$ cat src/rtl/deframer_pkg.sv
// Shared definitions for the serial deframer: comma byte and FSM states.
// Optional feature macro used by the top level: IDLE_CNT_EN.
package deframer_pkg;

    localparam logic [7:0] COMMA = 8'hBC;

    typedef enum logic [1:0] {
        SEARCH  = 2'd0,
        LOCKING = 2'd1,
        ACTIVE  = 2'd2
    } state_t;

    function automatic logic is_comma(input logic [7:0] w);
        return w == COMMA;
    endfunction

endpackage

$ cat src/rtl/deser_shift_reg.sv
// Serial shift register plus 3-bit byte phase counter.
// realign restarts the phase so the current bit ends a byte.
module deser_shift_reg (
    input  logic       clk_8f,
    input  logic       reset,
    input  logic       data_in,
    input  logic       realign,
    output logic [7:0] window,
    output logic       boundary
);

    // Bit 7 of the shift history only ever leaves the window, so keep 7 bits.
    logic [6:0] sr;
    logic [2:0] cnt;

    // Shift in one bit per cycle; phase counter free-runs unless realigned.
    always_ff @(posedge clk_8f) begin
        if (reset) begin
            sr  <= '0;
            cnt <= '0;
        end else begin
            sr  <= {sr[5:0], data_in};
            cnt <= realign ? 3'd0 : cnt + 3'd1;
        end
    end

    assign window   = {sr, data_in};
    assign boundary = (cnt == 3'd7);

endmodule

$ cat src/rtl/serial_deframer.sv
// Serial receive stage: comma hunt, byte lock, parallel byte output.
// Define IDLE_CNT_EN to add the idle_count port and idle-comma counter.
module serial_deframer
    import deframer_pkg::*;
#(
    parameter int BC_LOCK_COUNT = 4,
    parameter int IDLE_CNT_W    = 16
) (
    input  logic                  clk_8f,
    input  logic                  reset,
    input  logic                  data_in,
`ifdef IDLE_CNT_EN
    output logic [IDLE_CNT_W-1:0] idle_count,
`endif
    output logic [7:0]            data_out,
    output logic                  valid_out,
    output logic                  active
);

    if (BC_LOCK_COUNT < 1 || BC_LOCK_COUNT > 15 || IDLE_CNT_W < 1) begin : g_bad_param
        $error("serial_deframer: illegal parameter value");
    end

    localparam logic [3:0] LOCK_N = 4'(BC_LOCK_COUNT);

    state_t     state, state_nxt;
    logic [3:0] commas, commas_nxt;
    logic [7:0] window;
    logic       boundary;
    logic       realign;
    logic       take_byte;
    logic       comma_hit;

    deser_shift_reg u_shift (
        .clk_8f   (clk_8f),
        .reset    (reset),
        .data_in  (data_in),
        .realign  (realign),
        .window   (window),
        .boundary (boundary)
    );

    assign comma_hit = is_comma(window);

    // State and aligned-comma count registers.
    always_ff @(posedge clk_8f) begin
        if (reset) begin
            state  <= SEARCH;
            commas <= '0;
        end else begin
            state  <= state_nxt;
            commas <= commas_nxt;
        end
    end

    // Hunt any phase, confirm on byte boundaries, then pass data bytes.
    always_comb begin
        state_nxt  = state;
        commas_nxt = commas;
        realign    = 1'b0;
        take_byte  = 1'b0;
        unique case (state)
            SEARCH: begin
                if (comma_hit) begin
                    realign    = 1'b1;
                    commas_nxt = 4'd1;
                    state_nxt  = (LOCK_N == 4'd1) ? ACTIVE : LOCKING;
                end
            end
            LOCKING: begin
                if (boundary) begin
                    if (comma_hit) begin
                        commas_nxt = commas + 4'd1;
                        if (commas + 4'd1 == LOCK_N) begin
                            state_nxt = ACTIVE;
                        end
                    end else begin
                        commas_nxt = 4'd0;
                        state_nxt  = SEARCH;
                    end
                end
            end
            ACTIVE: begin
                take_byte = boundary && !comma_hit;
            end
            default: begin
                state_nxt  = SEARCH;
                commas_nxt = 4'd0;
            end
        endcase
    end

    // Capture each aligned data byte and strobe it for one cycle.
    always_ff @(posedge clk_8f) begin
        if (reset) begin
            data_out  <= '0;
            valid_out <= 1'b0;
        end else begin
            valid_out <= take_byte;
            if (take_byte) begin
                data_out <= window;
            end
        end
    end

    assign active = (state == ACTIVE);

`ifdef IDLE_CNT_EN
    // Count aligned idle commas after lock, saturating at all-ones.
    always_ff @(posedge clk_8f) begin
        if (reset) begin
            idle_count <= '0;
        end else if (state == ACTIVE && boundary && comma_hit
                     && idle_count != {IDLE_CNT_W{1'b1}}) begin
            idle_count <= idle_count + 1'b1;
        end
    end
`endif

endmodule
$ cat config.mk
export PLATFORM = sky130hd
export DESIGN_NAME = serial_deframer
export DESIGN_NICKNAME = d
export VERILOG_FILES = /design/src/rtl/deframer_pkg.sv /design/src/rtl/deser_shift_reg.sv /design/src/rtl/serial_deframer.sv
export SDC_FILE = /design/constraint.sdc
export NUM_CORES = 1
export LEC_CHECK = 0
export CORE_ASPECT_RATIO = 1.4
export CORE_UTILIZATION = 29
export CTS_BUF_LIST = sky130_fd_sc_hd__clkbuf_8
export DETAILED_ROUTE_END_ITERATION = 12
export PLACE_DENSITY = 0.6
export SLEW_MARGIN = 10
export SYNTH_ARGS = -nofsm -noshare
export SYNTH_HDL_FRONTEND = slang
export SYNTH_HIERARCHICAL = 1
export SYNTH_SLANG_ARGS = --single-unit
$ cat constraint.sdc
create_clock -name clk_8f -period 1.8 [get_ports clk_8f]
set_clock_uncertainty 0.15 [all_clocks]
set_input_delay 0.36 -clock clk_8f [delete_from_list [all_inputs] [get_ports clk_8f]]
set_output_delay 0.36 -clock clk_8f [all_outputs]
set_load 0.01 [all_outputs]
### After elaboration in Yosys (flattened, before gate mapping)

Cells that the tools add are included.

* multiplexer cells: 12
* add/sub/neg operators: 2
* reductions and logical operators: 6
* bitwise gates (word level): 1
* equality and inequality tests: 8

Operators with widths (count)
* 4-bit 2-to-1 mux: 3
* 4-bit case mux with 3 select lines: 1
* 8-bit == test (second input constant): 1
* 2-bit 2-to-1 mux: 4
* 2-bit case mux with 3 select lines: 1
* 4-bit by 1-bit adder with 4-bit output (second input constant): 1
* 4-bit by 3-bit == test with 1-bit output (second input constant): 1
* 2-bit inequality test (second input constant): 2
* 4-bit AND reduction: 1
* 3-bit by 1-bit adder with 3-bit output (second input constant): 1
* 3-bit == test (second input constant): 1
* 1-bit 2-to-1 mux: 3
* 3-bit inequality test (second input constant): 1
* 3-bit AND reduction: 1
* 2-bit by 1-bit == test with 1-bit output (second input constant): 1
* 2-bit == test (second input constant): 1
* 2-bit zero test: 1
* 2-bit OR reduction: 1
* 1-bit logical AND: 1
* 1-bit zero test: 1
* 1-bit NOT: 1

* flip-flop bits (word level): 25
* output and inout bits: 10
* input port bits: 3

### Logic depth before layout (Yosys ltp)

* depth after elaboration: 6
* gate-level depth with buffers: 7

### Cells and area by module

The synthesis kept the hierarchy.

Modules (own cells, without submodules)
* serial_deframer: area an instance 749.5 um^2, times used 1, sequential area each 300.3 um^2, cells an instance 80
* deser_shift_reg: area an instance 322.8 um^2, times used 1, sequential area each 200.2 um^2, cells an instance 24

### Worst setup path before layout

Ideal clock, no wire load.

* kind: input-to-reg
* start point: in data_in
* end point: reg state[1]
* arrival: 1556 ps
* stages: 5
* setup time: 92 ps
* setup slack: 2 ps
* data required time: 1558 ps
* cell sequence: buf_4 nand4bb_4 or3_4 or3b_1 o32ai_1

* word-level cells in the longest chain between the ends: 4

Ends and longest elaborated chain
* start: declaration: RTL line serial_deframer.sv:11 `input logic data_in,`
* 8-bit == test (*): RTL line deframer_pkg.sv:14 `return w == COMMA;`
* 2-bit 2-to-1 mux: RTL line serial_deframer.sv:72 `if (comma_hit) begin`
* 2-bit 2-to-1 mux: RTL line serial_deframer.sv:71 `if (boundary) begin`
* 2-bit case mux with 3 select lines: RTL line serial_deframer.sv:62 `unique case (state)`
* end signal: assignment: RTL line serial_deframer.sv:51 `state <= state_nxt;`
* end: declaration: RTL line serial_deframer.sv:26 `state_t state, state_nxt;`

Every way passes the cells marked *; elsewhere a longest branch is shown, timed or not. The select of a mux whose other input is x is not followed.
A chain may end at the register's enable or synchronous reset.

### Worst setup path in the final report

* start point: reg u_shift.sr[5]
* end point: reg state[1]

* word-level cells in the longest chain between the ends: 4

Ends and longest elaborated chain
* start: declaration: RTL line deser_shift_reg.sv:13 `logic [6:0] sr;`
* start signal: assignment: RTL line deser_shift_reg.sv:22 `sr <= {sr[5:0], data_in};`
* 8-bit == test (*): RTL line deframer_pkg.sv:14
* 2-bit 2-to-1 mux: RTL line serial_deframer.sv:72
* 2-bit 2-to-1 mux: RTL line serial_deframer.sv:71
* 2-bit case mux with 3 select lines: RTL line serial_deframer.sv:62

Marks and branches as above.

==> impl_results.md <==
* Core Region at 3440 um2
* Synth top cells by count: dfxtp_1, nor2_1, nor2b_1
* Cells taking the most area after synthesis: dfxtp_1, mux2i_1, nor2b_1
* CTS tree: yes
* Crit end category: flip-flop
* Hold WS at 0.284 ns
* Post-Place Setup Slack at -0.367 ns
* Final antenna-violating net count at 0
* RSZ-0062 raised after global routing: yes
* Setup Viol. Count Final at 0
* LEAKAGE at around 0.59 nW
* Pins Over Slew Limit at 0
* Worst-path clk slew at 0.08 ns
* Power per cell area at 673 nW/um2
* Cell taking the most area after synthesis: dfxtp_1
* CP Max Fanout at 4
* Seq/Total Area, Yosys at around 47%
* First-pass GRT wire length at 3410 um
* Final core utilization at 39.6%
* Clock sinks at 25
* Antenna violations before repair at 0
* Crit path to: state[1]
* Post-synth EDFFs at 0
* Setup crit start: u_shift/sr[5]
* Top cell type's share of synthesized area at a little under half
* Clock Tree Root: clkbuf_8
* 1st-pass router iterations at 4
* Final Critical Period at ~1.8 ns
* Crit path launch type: flip-flop
* Arrival @ worst endpoint at about 1.8 ns
* Total gr overflow at 0
* Crit path required time at 1.82 ns
* Core Rows at 25
* Netlist Area Pre-Place at approximately 1100 um2
* Routed len/inst at 11.9 um
* Worst slew pin tran at approximately 0.27 ns
* Share of cells above drive strength 1 at 25.2%
* Die Footprint at 3950 um2
* Multi-input gate area at 544 um2
* I/O Buffers at 12
* Slew headroom at 82.0%
* Maximum vdd drop at 0.473 mV
* Final wirelength at 1980 um
* CTS Buffer Depth at 2
* RR Endpoint: state[1]
* Count leader, synth: dfxtp_1
* Seq cells post-synth at 25
* Vias in the first global route at slightly below 800
* Syn avg cell area at 10.3 um2
* Path depth of the worst reg2reg path at 4
* Ys flop type: dfxtp_1
* Cells after synthesis at 104
* CTS buffer count at 3
* Total GRT Usage at 12.0%
* Power, Total at slightly above 900 uW
* Max Cap Violations at 0
* Netlist cell types at 32
* Final non-filler cell area at 1360 um2
* Routability cong. at 0.792
* Worst skew pair latency at 0.26 ns
* Antenna Cells at 0
* DIE WIDTH at 53.4 um
* Outcome: finished, final reports clean
* Vias per std cell at between 4 and 5
* Final Hold Fails at 0
* Asr flop ratio synth at 0%
* Syn. warnings at 6
* Largest net degree at the start of global routing at 15
* Worst hold path class: flip-flop to flip-flop
* Fillers at 353
* Register Area at 507 um2
* Area Growth Syn to Fin at 27.1%
* Final #Nets at 135
* Syn Nets at approximately 110
* Hold-fix buffers, CTS at 0
* H-tree depth at 1
* Flop-to-flop setup slack at 0.04 ns
* IO Pins at 13
* Type of the worst setup path: flip-flop to flip-flop
* Final period utilization at 97.8%
* First DRT Iteration DRCs at 14
* Critical R2R Launch: u_shift/sr[5]
* Hpwl dp at 1560 um
* Post-placement cell area at 1290 um2
* # DRC at 0
* Max Fclk at ~570 MHz
* Die Ht at ~74 um
* Initial Util at 31.2%
* Vias at just under 800
* Post-route setup slack at approximately 0.04 ns
-- sequential cells by signal, summed over array words and instances, names as in the netlist --
signal and cells:
u_shift/sr 7, state 2, valid_out 1, u_shift/cnt 3, data_out 8, commas 4
-- cell usage in the layout (no fill, tap or decap), types with 3 or more instances in the layout --
| cell | netlist | final |
|---|---|---|
| nor2_1 | 13 | 13 |
| buf_4 | 1 | 12 |
| xor2_1 | 3 | 3 |
| dfxtp_2 | 0 | 5 |
| a21oi_1 | 5 | 5 |
| clkbuf_8 | 0 | 3 |
| dfxtp_1 | 25 | 20 |
| mux2i_1 | 6 | 6 |
| nor2b_1 | 9 | 9 |
| ha_1 | 4 | 3 |
| clkdlybuf4s50_1 | 0 | 10 |
| nand3_1 | 3 | 3 |
| nor3b_1 | 3 | 3 |
| nand2_1 | 6 | 6 |
-- cells by family after synthesis --
family                   count (synthesis)  synth area share, %
buffers and inverters                    7                 3.50
AO/OA/AOI/OAI                           13                 8.63
flip-flops                              25                 46.7
multiplexers                             6                 5.60
XOR/XNOR                                 3                 2.45
AND/OR/NAND/NOR                         46                 28.5
adder cells (fa/ha/maj)                  4                 4.67
-- worst min-delay path by stage --
stage                   startpoint              to  slack, ns  depth (start not counted)
detailed placement  u_shift/cnt[0]  u_shift/cnt[0]       0.28                          1
CTS                 u_shift/cnt[0]  u_shift/cnt[0]       0.29                          1
global route        u_shift/cnt[0]  u_shift/cnt[0]       0.31                          1
floorplan           u_shift/cnt[0]  u_shift/cnt[0]       0.26                          1
global placement    u_shift/cnt[0]  u_shift/cnt[0]       0.27                          1
finish              u_shift/cnt[0]  u_shift/cnt[0]       0.28                          1
-- critical path: stages, from the launching register on --
cell,delay (ns)
dfxtp_1,0.33
nand4b_4,0.19
or3_4,0.38
or3b_1,0.37
o32ai_2,0.25
-- stage by stage --
| step | setup TNS, ns | std cells |
|---|---|---|
| CTS | 0 | 165 |
| finish | 0 | 167 |
| detailed placement | -3.80 | 161 |
| global placement | -3.53 | 161 |
| floorplan | 0 | 104 |
| global route | -0.0138 | 167 |
-- area by class of cell --
| cell class | count | area share [%] |
|---|---|---|
| multi-input combinational | 72 | 39.9 |
| clock buffer | 3 | 3.03 |
| sequential | 25 | 37.2 |
| timing repair buffer | 24 | 15.2 |
| inverter | 2 | 0.551 |
| tap | 40 | 3.67 |
| clock inverter | 1 | 0.367 |
-- routing by layer --
layer  track usage, %  wire length, um  vias up
met3             2.04               47        4
met2             19.4             1020       12
met1             14.4              862      376
li1                 -                -      403
met5                0                0        -
met4             7.31               47        0
-- repair_timing --
action	in CTS	in global routing
endpoints found under the setup margin	6	10
gates resized for setup	5	4
setup buffers	0	2
cloned	0	0
pin swaps	1	0
-- power breakdown --
| group | internal, mW | switching, mW |
|---|---|---|
| sequential | 0.562 | 0.00575 |
| combinational | 0.0198 | 0.0166 |
| clock | 0.154 | 0.159 |
(Power assumes the default switching activity.)
